===== src/rtl/branch_resolve_unit_if.sv =====
// Issue, resolution and fetch-redirect signals of branch_resolve_unit.
// slave = the resolve unit, master = the issue/fetch side driving it.
interface branch_resolve_unit_if #(
    parameter int XLEN = 32
);
    logic            i_Valid_1;
    logic            o_Ready_1;
    logic [7:0]      i_JumpCode_8;
    logic [XLEN-1:0] i_Src1_X;
    logic [XLEN-1:0] i_Src2_X;
    logic [XLEN-1:0] i_Pc_X;
    logic [XLEN-1:0] i_Imm_X;
    logic            i_PredTaken_1;
    logic [XLEN-1:0] i_PredTarget_X;
    logic            i_Flush_1;
    logic            o_ResValid_1;
    logic            o_Taken_1;
    logic [XLEN-1:0] o_LinkPc_X;
    logic            o_Misalign_1;
    logic            o_RedirValid_1;
    logic            i_RedirReady_1;
    logic [XLEN-1:0] o_RedirPc_X;

    modport slave (
        input  i_Valid_1, i_JumpCode_8, i_Src1_X, i_Src2_X, i_Pc_X, i_Imm_X,
               i_PredTaken_1, i_PredTarget_X, i_Flush_1, i_RedirReady_1,
        output o_Ready_1, o_ResValid_1, o_Taken_1, o_LinkPc_X, o_Misalign_1,
               o_RedirValid_1, o_RedirPc_X
    );

    modport master (
        output i_Valid_1, i_JumpCode_8, i_Src1_X, i_Src2_X, i_Pc_X, i_Imm_X,
               i_PredTaken_1, i_PredTarget_X, i_Flush_1, i_RedirReady_1,
        input  o_Ready_1, o_ResValid_1, o_Taken_1, o_LinkPc_X, o_Misalign_1,
               o_RedirValid_1, o_RedirPc_X
    );
endinterface


===== src/rtl/branch_resolve_unit.sv =====
// RV32I branch/jump resolve stage: registers one op, resolves it the next cycle and holds
// any fetch redirect until accepted. Define BRU_PERF_CNT_EN to add branch/mispredict counters.
module branch_resolve_unit #(
    parameter int XLEN  = 32
`ifdef BRU_PERF_CNT_EN
    ,
    parameter int CNT_W = 32
`endif
) (
    input  logic                  i_Clk_1,
    input  logic                  i_Rstn_1,
`ifdef BRU_PERF_CNT_EN
    output logic [CNT_W-1:0]      o_BrCnt_C,
    output logic [CNT_W-1:0]      o_MispCnt_C,
`endif
    branch_resolve_unit_if.slave  bus
);

    typedef enum logic [1:0] {ST_IDLE, ST_EVAL, ST_HOLD} state_e;

    state_e          state_q, state_d;
    logic [7:0]      code_q, code_d;
    logic [XLEN-1:0] src1_q, src1_d;
    logic [XLEN-1:0] src2_q, src2_d;
    logic [XLEN-1:0] pc_q, pc_d;
    logic [XLEN-1:0] imm_q, imm_d;
    logic            pred_taken_q, pred_taken_d;
    logic [XLEN-1:0] pred_target_q, pred_target_d;
    logic [XLEN-1:0] redir_pc_q, redir_pc_d;

    logic            accept;
    logic            eval_live;
    logic            redir_issue;
    logic            is_eq, is_lt, is_ltu;
    logic            taken;
    logic            misalign_hit;
    logic            mispredict;
    logic [XLEN-1:0] target;
    logic [XLEN-1:0] link_pc;
    logic [XLEN-1:0] next_pc;

    assign accept = bus.i_Valid_1 & (state_q == ST_IDLE) & ~bus.i_Flush_1;

    always_comb begin
        // NOTE: every _d gets its hold value first so no path leaves it unassigned (no latch).
        code_d        = code_q;
        src1_d        = src1_q;
        src2_d        = src2_q;
        pc_d          = pc_q;
        imm_d         = imm_q;
        pred_taken_d  = pred_taken_q;
        pred_target_d = pred_target_q;
        if (accept) begin
            code_d        = bus.i_JumpCode_8;
            src1_d        = bus.i_Src1_X;
            src2_d        = bus.i_Src2_X;
            pc_d          = bus.i_Pc_X;
            imm_d         = bus.i_Imm_X;
            pred_taken_d  = bus.i_PredTaken_1;
            pred_target_d = bus.i_PredTarget_X;
        end
    end

    assign is_eq   = (src1_q == src2_q);
    assign is_lt   = ($signed(src1_q) < $signed(src2_q));
    assign is_ltu  = (src1_q < src2_q);
    assign link_pc = pc_q + XLEN'(4);

    // Priority chain: the highest set jump-code bit decides, an all-zero code is not taken.
    always_comb begin
        taken  = 1'b0;
        target = pc_q + imm_q;
        if (code_q[7]) begin
            taken = 1'b1;
        end else if (code_q[6]) begin
            taken  = 1'b1;
            target = (src1_q + imm_q) & {{(XLEN-1){1'b1}}, 1'b0};
        end else if (code_q[5]) begin
            taken = is_eq;
        end else if (code_q[4]) begin
            taken = ~is_eq;
        end else if (code_q[3]) begin
            taken = is_lt;
        end else if (code_q[2]) begin
            taken = is_ltu;
        end else if (code_q[1]) begin
            taken = ~is_lt;
        end else if (code_q[0]) begin
            taken = ~is_ltu;
        end
    end

    assign next_pc      = taken ? target : link_pc;
    assign misalign_hit = taken & (target[1:0] != 2'b00);
    assign mispredict   = (taken != pred_taken_q) | (taken & (target != pred_target_q));

    // A flush or a reset arriving during EVAL kills every result of that cycle.
    assign eval_live   = (state_q == ST_EVAL) & ~bus.i_Flush_1 & i_Rstn_1;
    assign redir_issue = eval_live & mispredict & ~misalign_hit;

    always_comb begin
        state_d    = state_q;
        redir_pc_d = redir_pc_q;
        case (state_q)
            ST_IDLE: begin
                if (accept) state_d = ST_EVAL;
            end
            ST_EVAL: begin
                state_d = ST_IDLE;
                if (redir_issue) begin
                    redir_pc_d = next_pc;
                    if (!bus.i_RedirReady_1) state_d = ST_HOLD;
                end
            end
            ST_HOLD: begin
                if (bus.i_Flush_1 || bus.i_RedirReady_1) state_d = ST_IDLE;
            end
            default: state_d = ST_IDLE;
        endcase
    end

    always_ff @(posedge i_Clk_1) begin
        // NOTE: sequential state uses <= so every flop samples pre-edge values.
        if (!i_Rstn_1) begin
            state_q       <= ST_IDLE;
            code_q        <= '0;
            src1_q        <= '0;
            src2_q        <= '0;
            pc_q          <= '0;
            imm_q         <= '0;
            pred_taken_q  <= 1'b0;
            pred_target_q <= '0;
            redir_pc_q    <= '0;
        end else begin
            state_q       <= state_d;
            code_q        <= code_d;
            src1_q        <= src1_d;
            src2_q        <= src2_d;
            pc_q          <= pc_d;
            imm_q         <= imm_d;
            pred_taken_q  <= pred_taken_d;
            pred_target_q <= pred_target_d;
            redir_pc_q    <= redir_pc_d;
        end
    end

    assign bus.o_Ready_1      = (state_q == ST_IDLE);
    assign bus.o_ResValid_1   = eval_live;
    assign bus.o_Taken_1      = eval_live & taken;
    assign bus.o_LinkPc_X     = eval_live ? link_pc : '0;
    assign bus.o_Misalign_1   = eval_live & misalign_hit;
    assign bus.o_RedirValid_1 = redir_issue | (state_q == ST_HOLD);
    assign bus.o_RedirPc_X    = redir_issue            ? next_pc    :
                                (state_q == ST_HOLD)   ? redir_pc_q : '0;

`ifdef BRU_PERF_CNT_EN
    logic [CNT_W-1:0] br_cnt_q, br_cnt_d;
    logic [CNT_W-1:0] misp_cnt_q, misp_cnt_d;

    always_comb begin
        br_cnt_d   = br_cnt_q + CNT_W'(eval_live);
        misp_cnt_d = misp_cnt_q + CNT_W'(redir_issue);
    end

    always_ff @(posedge i_Clk_1) begin
        if (!i_Rstn_1) begin
            br_cnt_q   <= '0;
            misp_cnt_q <= '0;
        end else begin
            br_cnt_q   <= br_cnt_d;
            misp_cnt_q <= misp_cnt_d;
        end
    end

    assign o_BrCnt_C   = br_cnt_q;
    assign o_MispCnt_C = misp_cnt_q;
`endif

endmodule


===== src/flat_wrapper.sv =====
// flat-port wrapper written by rule: the top's interface ports become plain ports
module branch_resolve_unit_flat 
#(
    parameter int XLEN  = 32

)
  (i_Clk_1, i_Rstn_1, bus_i_Valid_1, bus_i_JumpCode_8, bus_i_Src1_X, bus_i_Src2_X, bus_i_Pc_X, bus_i_Imm_X, bus_i_PredTaken_1, bus_i_PredTarget_X, bus_i_Flush_1, bus_i_RedirReady_1, bus_o_Ready_1, bus_o_ResValid_1, bus_o_Taken_1, bus_o_LinkPc_X, bus_o_Misalign_1, bus_o_RedirValid_1, bus_o_RedirPc_X);
  branch_resolve_unit_if #(.XLEN(XLEN)) bus_i ();
  input  logic i_Clk_1;
  input  logic i_Rstn_1;
  input wire logic [$bits(bus_i.i_Valid_1)-1:0] bus_i_Valid_1;
  input wire logic [$bits(bus_i.i_JumpCode_8)-1:0] bus_i_JumpCode_8;
  input wire logic [$bits(bus_i.i_Src1_X)-1:0] bus_i_Src1_X;
  input wire logic [$bits(bus_i.i_Src2_X)-1:0] bus_i_Src2_X;
  input wire logic [$bits(bus_i.i_Pc_X)-1:0] bus_i_Pc_X;
  input wire logic [$bits(bus_i.i_Imm_X)-1:0] bus_i_Imm_X;
  input wire logic [$bits(bus_i.i_PredTaken_1)-1:0] bus_i_PredTaken_1;
  input wire logic [$bits(bus_i.i_PredTarget_X)-1:0] bus_i_PredTarget_X;
  input wire logic [$bits(bus_i.i_Flush_1)-1:0] bus_i_Flush_1;
  input wire logic [$bits(bus_i.i_RedirReady_1)-1:0] bus_i_RedirReady_1;
  output wire logic [$bits(bus_i.o_Ready_1)-1:0] bus_o_Ready_1;
  output wire logic [$bits(bus_i.o_ResValid_1)-1:0] bus_o_ResValid_1;
  output wire logic [$bits(bus_i.o_Taken_1)-1:0] bus_o_Taken_1;
  output wire logic [$bits(bus_i.o_LinkPc_X)-1:0] bus_o_LinkPc_X;
  output wire logic [$bits(bus_i.o_Misalign_1)-1:0] bus_o_Misalign_1;
  output wire logic [$bits(bus_i.o_RedirValid_1)-1:0] bus_o_RedirValid_1;
  output wire logic [$bits(bus_i.o_RedirPc_X)-1:0] bus_o_RedirPc_X;
  assign bus_i.i_Valid_1 = bus_i_Valid_1;
  assign bus_i.i_JumpCode_8 = bus_i_JumpCode_8;
  assign bus_i.i_Src1_X = bus_i_Src1_X;
  assign bus_i.i_Src2_X = bus_i_Src2_X;
  assign bus_i.i_Pc_X = bus_i_Pc_X;
  assign bus_i.i_Imm_X = bus_i_Imm_X;
  assign bus_i.i_PredTaken_1 = bus_i_PredTaken_1;
  assign bus_i.i_PredTarget_X = bus_i_PredTarget_X;
  assign bus_i.i_Flush_1 = bus_i_Flush_1;
  assign bus_i.i_RedirReady_1 = bus_i_RedirReady_1;
  assign bus_o_Ready_1 = bus_i.o_Ready_1;
  assign bus_o_ResValid_1 = bus_i.o_ResValid_1;
  assign bus_o_Taken_1 = bus_i.o_Taken_1;
  assign bus_o_LinkPc_X = bus_i.o_LinkPc_X;
  assign bus_o_Misalign_1 = bus_i.o_Misalign_1;
  assign bus_o_RedirValid_1 = bus_i.o_RedirValid_1;
  assign bus_o_RedirPc_X = bus_i.o_RedirPc_X;
  branch_resolve_unit #(.XLEN(XLEN)) u_core (.i_Clk_1(i_Clk_1), .i_Rstn_1(i_Rstn_1), .bus(bus_i));
endmodule

===== config.mk =====
export PLATFORM = sky130hd
export DESIGN_NAME = branch_resolve_unit_flat
export DESIGN_NICKNAME = d
export VERILOG_FILES = /design/src/rtl/branch_resolve_unit_if.sv /design/src/rtl/branch_resolve_unit.sv /design/src/flat_wrapper.sv
export SDC_FILE = /design/constraint.sdc
export NUM_CORES = 1
export LEC_CHECK = 0
export ABC_CLOCK_PERIOD_IN_PS = 6300
export CAP_MARGIN = 40
export CORE_MARGIN = 2
export CORE_UTILIZATION = 45
export DETAILED_ROUTE_END_ITERATION = 7
export PLACE_DENSITY = 0.75
export SLEW_MARGIN = 10
export SYNTH_ARGS = -nofsm -noshare
export SYNTH_HDL_FRONTEND = slang
export SYNTH_SLANG_ARGS = --single-unit

===== constraint.sdc =====
create_clock -name i_Clk_1 -period 6.3 [get_ports i_Clk_1]
set_input_delay 1.89 -clock i_Clk_1 [delete_from_list [all_inputs] [get_ports i_Clk_1]]
set_output_delay 1.89 -clock i_Clk_1 [all_outputs]
set_load 0.03 [all_outputs]

== After elaboration in Yosys (flattened, before gate mapping) ==
Index checks and enable logic that the tools add are counted.
Widths: inputs -> output; s select.
Word-level totals
  flip-flop bits (word level): 203
  input bits: 174
  output and inout port bits: 69
  word-level logic and storage cells: 62
Cells by class
  add/subtract/negate cells: 3
  $lt $le $gt $ge: 2
  eq/ne operators: 7
  muxes and demuxes: 19
  bitwise logic cells: 17
  reduce and logical (&&, ||, !) cells: 5
Operator list (number)
  $mux 32: 6
  $add 32x32->32: 2
  $lt 32x32->1: 2
  $add 32x3->32 const B: 1
  $eq 32x32->1: 1
  $ne 32x32->1: 1
  $and 1x1->1: 10
  $mux 1: 8
  $mux 2: 4
  $pmux 2 s3: 1
  $not 1->1: 5
  $ne 2x1->1 const B: 2
  $reduce_and 2->1: 2
  $eq 2x1->1 const B: 1
  $eq 2x2->1 const B: 1
  $logic_not 2->1: 1
  $or 1x1->1: 2
  $reduce_bool 2->1: 1
  $logic_or 1x1->1: 1
  $ne 1x1->1: 1

== Longest topological paths before layout ==
  depth after elaboration: 16
  depth in mapped cells: 17
  mapped depth without buffers: 14

== Worst setup path after synthesis ==
Ideal clock, no wire load.
  kind: register to output
  start point: register u_core.pc_q[0]
  end point: output bus_o_RedirPc_X[0]
  data arrival time: 4.113 ns
  data required time: 4.410 ns
  path slack: 0.297 ns
  stages on the path, launching flop included: 15
  path buffers: 0
  path through: dfxtp_1 -> ha_1 -> fa_1 -> a211oi_4 -> o21ai_2 -> a41o_1 -> o211a_1 -> o2111a_1 -> o221ai_1 -> or3b_1 -> o311ai_2 -> nor4_2 -> nand3_1 -> nand2_1 -> o21ai_0
On the way
  longest elaborated chain between the ends: 9
  elaborated cells on any way between the ends: 14
  classes of those cells: add/sub: 2; eq/ne: 1; mux: 4; bitwise: 6; reduce/logical: 1
RTL lines
  from (decl): RTL line branch_resolve_unit.sv:25  | logic [XLEN-1:0] pc_q, pc_d;
  from (signal assigned): RTL line branch_resolve_unit.sv:139  | pc_q <= pc_d;
  $add 32x32->32: RTL line branch_resolve_unit.sv:72  | target = pc_q + imm_q;
  $mux 32: RTL line branch_resolve_unit.sv:75  | end else if (code_q[6]) begin
  $mux 32: RTL line branch_resolve_unit.sv:73  | if (code_q[7]) begin
  $ne 32x32->1: RTL line branch_resolve_unit.sv:95  | assign mispredict = (taken != pred_taken_q) | (taken & (target != pred_target_q));
  $and 1x1->1: RTL line branch_resolve_unit.sv:95
  $or 1x1->1: RTL line branch_resolve_unit.sv:95
  $and 1x1->1 (2 in series): RTL line branch_resolve_unit.sv:99  | assign redir_issue = eval_live & mispredict & ~misalign_hit;
  $mux 32 (*): RTL line branch_resolve_unit.sv:153  | assign bus.o_RedirPc_X = redir_issue ? next_pc :
  to (decl): RTL line flat_wrapper.sv:27  | output wire logic [$bits(bus_i.o_RedirPc_X)-1:0] bus_o_RedirPc_X;
Every way passes the cells marked *; elsewhere a longest branch is shown, timed or not.

== Worst setup path after layout ==
  start point: register u_core.imm_q[20]
  end point: register u_core.redir_pc_q[22]
On the way
  longest elaborated chain between the ends: 9
  elaborated cells on any way between the ends: 11
  classes of those cells: add/sub: 2; eq/ne: 1; mux: 3; bitwise: 4; reduce/logical: 1
RTL lines
  from (decl): RTL line branch_resolve_unit.sv:26  | logic [XLEN-1:0] imm_q, imm_d;
  from (signal assigned): RTL line branch_resolve_unit.sv:140  | imm_q <= imm_d;
  $add 32x32->32 (on tied branches): RTL line branch_resolve_unit.sv:72, branch_resolve_unit.sv:77
  $mux 32: RTL line branch_resolve_unit.sv:75
  $mux 32 (*): RTL line branch_resolve_unit.sv:73
  $ne 32x32->1: RTL line branch_resolve_unit.sv:95
  $and 1x1->1: RTL line branch_resolve_unit.sv:95
  $or 1x1->1: RTL line branch_resolve_unit.sv:95
  $and 1x1->1 (2 in series): RTL line branch_resolve_unit.sv:99
  $reduce_and 2->1 (no source line)
  to (signal assigned): RTL line branch_resolve_unit.sv:143  | redir_pc_q <= redir_pc_d;
  to (decl): RTL line branch_resolve_unit.sv:29  | logic [XLEN-1:0] redir_pc_q, redir_pc_d;
Marks and branches as above.
A chain may end at the register's enable or synchronous reset.

==> summary.md <==
| Metric | Value |
|---|---|
| Outcome | finished, violations left |
| Failing checks | negative setup slack |
| WHS Path Cells | 2 |
| IO Port Bufs | 242 |
| Post-synth EDFFs | 0 |
| Total Power | roughly 0.0036 W |
| Iter 0 DRT Violations | 1209 |
| Placed Area | 0.0181 mm2 |
| Setup crit start kind | register |
| Effective utilization at floorplan | 0.455 |
| Worst endpoint data arrival time | approximately 7 ns |
| Drt drc | 0 |
| Maximum VDD drop | 0.170 mV |
| CTS Sinks | 203 |
| Root buffer cell | clkbuf_16 |
| Netlist cell types | 92 |
| Kind of critical path | reg -> reg |
| GRT Overall Usage | 0.308 |
| Gp weighted congestion | about 1 |
| Synth Flop Type | dfxtp_1 |
| Most frequent cells in the layout | nand2_1, a21oi_1, dfxtp_1, clkdlybuf4s50_1, buf_4 |
| Seq/Total Area, Yosys | 0.276 |
| YS warnings | 0 |
| # nets final | between 2000 and 3000 |
| Critical path required time | 6.75 ns |
| DR vias/cell | 5.84 |
| Mapped cell area | 0.0147 mm2 |
| Largest net degree at the start of global routing | 200 |
| Drt total wl | ~54000 um |
| Post-CTS Hold Fix Bufs | 0 |
| Vias in the first global route | 15115 |
| Delay-heaviest family, CP | buffers and inverters |
| Synth Register Bits | 203 |
| Worst Tran Pin Value | 0.919 ns |
| Die width | 185 um |
| Footprint of the multi-input gates | 0.0102 mm2 |
| Finish-stage setup viols | 31 |
| Clock Skews | 0.0126 ns |
| Area leader, netlist | dfxtp_1 |
| Crit path buf inv count | 31 |
| HPWL Detailed | 41900 um |
| Vias | 16216 |
| Total CTS buffers | 22 |
| Tmin final | 6.57 ns |
| Commonest non-fill, non-tap cell in the layout | nand2_1 |
| CORE AREA | approximately 0.032 mm2 |
| RSZ-0062 raised after global routing | yes |
| Crit path largest cell delay | roughly 0.53 ns |
| Worst Hold Margin | 0.455 ns |
| DIE HEIGHT | 185 um |
| Critical path's slowest cell | ha_1 |
| Critical Path Sink Type | register |
| Diode count | 0 |
| Clock Tree Buf Depth | 3 |
| Fillers | between 2000 and 3000 |
| Design area | slightly below 0.02 mm2 |
| Per-cell routed wire length | 19.5 um |
| Layout cells sized above 1 | 0.128 |
| Initial antenna violation count | 0 |
| Fin. Hold Viols | 0 |
| First-pass GRT wire length | ~83000 um |
| Mapped Cells | 2076 |
| CTS tree | done |
| Worst-path clk slew | roughly 0.06 ns |
| Fin crit share | 1.04 |
| Fraction of registers with async set/reset | 0 |
| Htree depth | 1 |
| Total area of sequential cells | 0.00407 mm2 |
| Hold crit path type | reg -> reg |
| Max-Cap Viols | 0 |
| Crit-path max FO | 9 |
| Pre-CTS WS | 0.00349 ns |
| Top Ports | around 240 |
| Syn Area/Cell | 7.10 um2 |
| Crit-path most repeated cell | buf_4 |
| Total die area | 0.0342 mm2 |
| WP depth | 41 |
| Worst Reg2Reg Path Length in Cells | 41 |
| Area contributors post-synth | dfxtp_1, nand2_1, a21oi_1 |
| Achievable clock frequency | between 0.15 and 0.2 GHz |
| P&R area growth vs syn | 32.1% |
| Clk_lat worst skew | approximately 0.53 ns |
| Final Max Slew Viols | 0 |
| Antenna-violating nets left | 0 |
| PwrDens | 187 mW/mm2 |
| Core Rows | 66 |
| Top cell type's share of synthesized area | 0.276 |
| Slew Limit Headroom | 0.388 |
| LEAKAGE | approximately 7.6 nW |
| Grt ovf | 0 |
| DR pass1 iterations | 5 |
| Setup ws final | -0.273 ns |
| Syn_nets | 2346 |
[cells in the mapped netlist, drive strengths merged (4+ instances only)]
master,count
nand2,485
a21oi,309
dfxtp,203
nor2,115
o21ai,104
clkbuf,98
ha,94
nand3,62
inv,56
nor3,40
xor2,39
mux2i,37
xnor2,37
buf,36
nand4,34
o211ai,27
and3,25
or3,21
a21o,20
a211oi,19
and2,18
o21a,15
nor2b,12
nor3b,12
nand2b,11
nor4,10
a31oi,9
a2111oi,8
a22o,7
o21bai,7
or4,7
o2111ai,6
mux2,5
nand3b,5
nand4b,5
o221ai,5
a221o,4
nor4b,4
o22ai,4
[through the flow]
stage | std cells | util | TNS [ns]
after floorplan | 2076 | - | 0
after global placement | 2696 | 0.559 | 0
after detailed placement | 2696 | 0.559 | 0
after CTS | 2771 | 0.595 | -6.22
after global routing | 2779 | 0.601 | -11.43
final | 2779 | 0.601 | -4.97
[path summary, 6_finish.rpt]
kind	from	to	slack [ns]
max	u_core.imm_q[20]	u_core.redir_pc_q[22]	-0.27
min	u_core.src2_q[12]	u_core.src2_q[12]	0.45
max reg2reg	u_core.imm_q[20]	u_core.redir_pc_q[22]	-0.27
min reg2reg	u_core.src2_q[12]	u_core.src2_q[12]	0.45
[metal layers]
| metal | share of wire | vias to the layer above | GRT usage | wire [um] |
|---|---|---|---|---|
| li1 | - | 7825 | - | - |
| met1 | 0.43 | 7570 | 0.421 | 23500 |
| met2 | 0.44 | 726 | 0.498 | 23800 |
| met3 | 0.088 | 95 | 0.0385 | 4790 |
| met4 | 0.038 | 0 | 0.109 | 2060 |
| met5 | 0 | - | 0 | 0 |
[power breakdown]
| group | total (W) | leakage [nW] | internal (W) | switching (W) |
|---|---|---|---|---|
| clock | 0.00143 | 0.384 | 0.000874 | 0.000554 |
| sequential | 0.00140 | 1.65 | 0.00134 | 0.0000610 |
| combinational | 0.000809 | 5.51 | 0.000358 | 0.000451 |
[flip-flops by register name (all words and copies together) (netlist names)]
register,flops
u_core.code_q,8
u_core.imm_q,32
u_core.pc_q,32
u_core.pred_taken_q,1
u_core.pred_target_q,32
u_core.redir_pc_q,32
u_core.src1_q,32
u_core.src2_q,32
u_core.state_q,2
[cell families (layout without fill, tap and decap cells)]
family,after synthesis,count (layout),share of synthesized area
mux,42,42,0.0290
xor+xnor,79,79,0.0499
compound gates,588,588,0.242
fa+ha+maj,96,96,0.0825
flops,203,203,0.276
buf+inv,190,451,0.0515
simple gates,878,878,0.269
[tightest hold or removal path, delay by kind of cell (launching register included)]
kind | cells | cell delay (ns)
AOI/OAI and AO/OA | 1 | 0.05
and+or+nand+nor | 1 | 0.05
DFF | 1 | 0.31
[area by class of cell]
cell class,count,share of cell area
clock inverter,8,0.00752
sequential,203,0.209
timing repair buffer,357,0.188
inverter,56,0.0111
clock buffer,30,0.0330
tap,442,0.0284
multi-input combinational,1683,0.523
[what timing repair did]
item,in CTS,in global routing
resized for setup,36,30
setup endpoints to repair,32,33
buffers inserted,37,8
pin swaps,16,15
No activity file was read; power rests on OpenSTA's default activity.
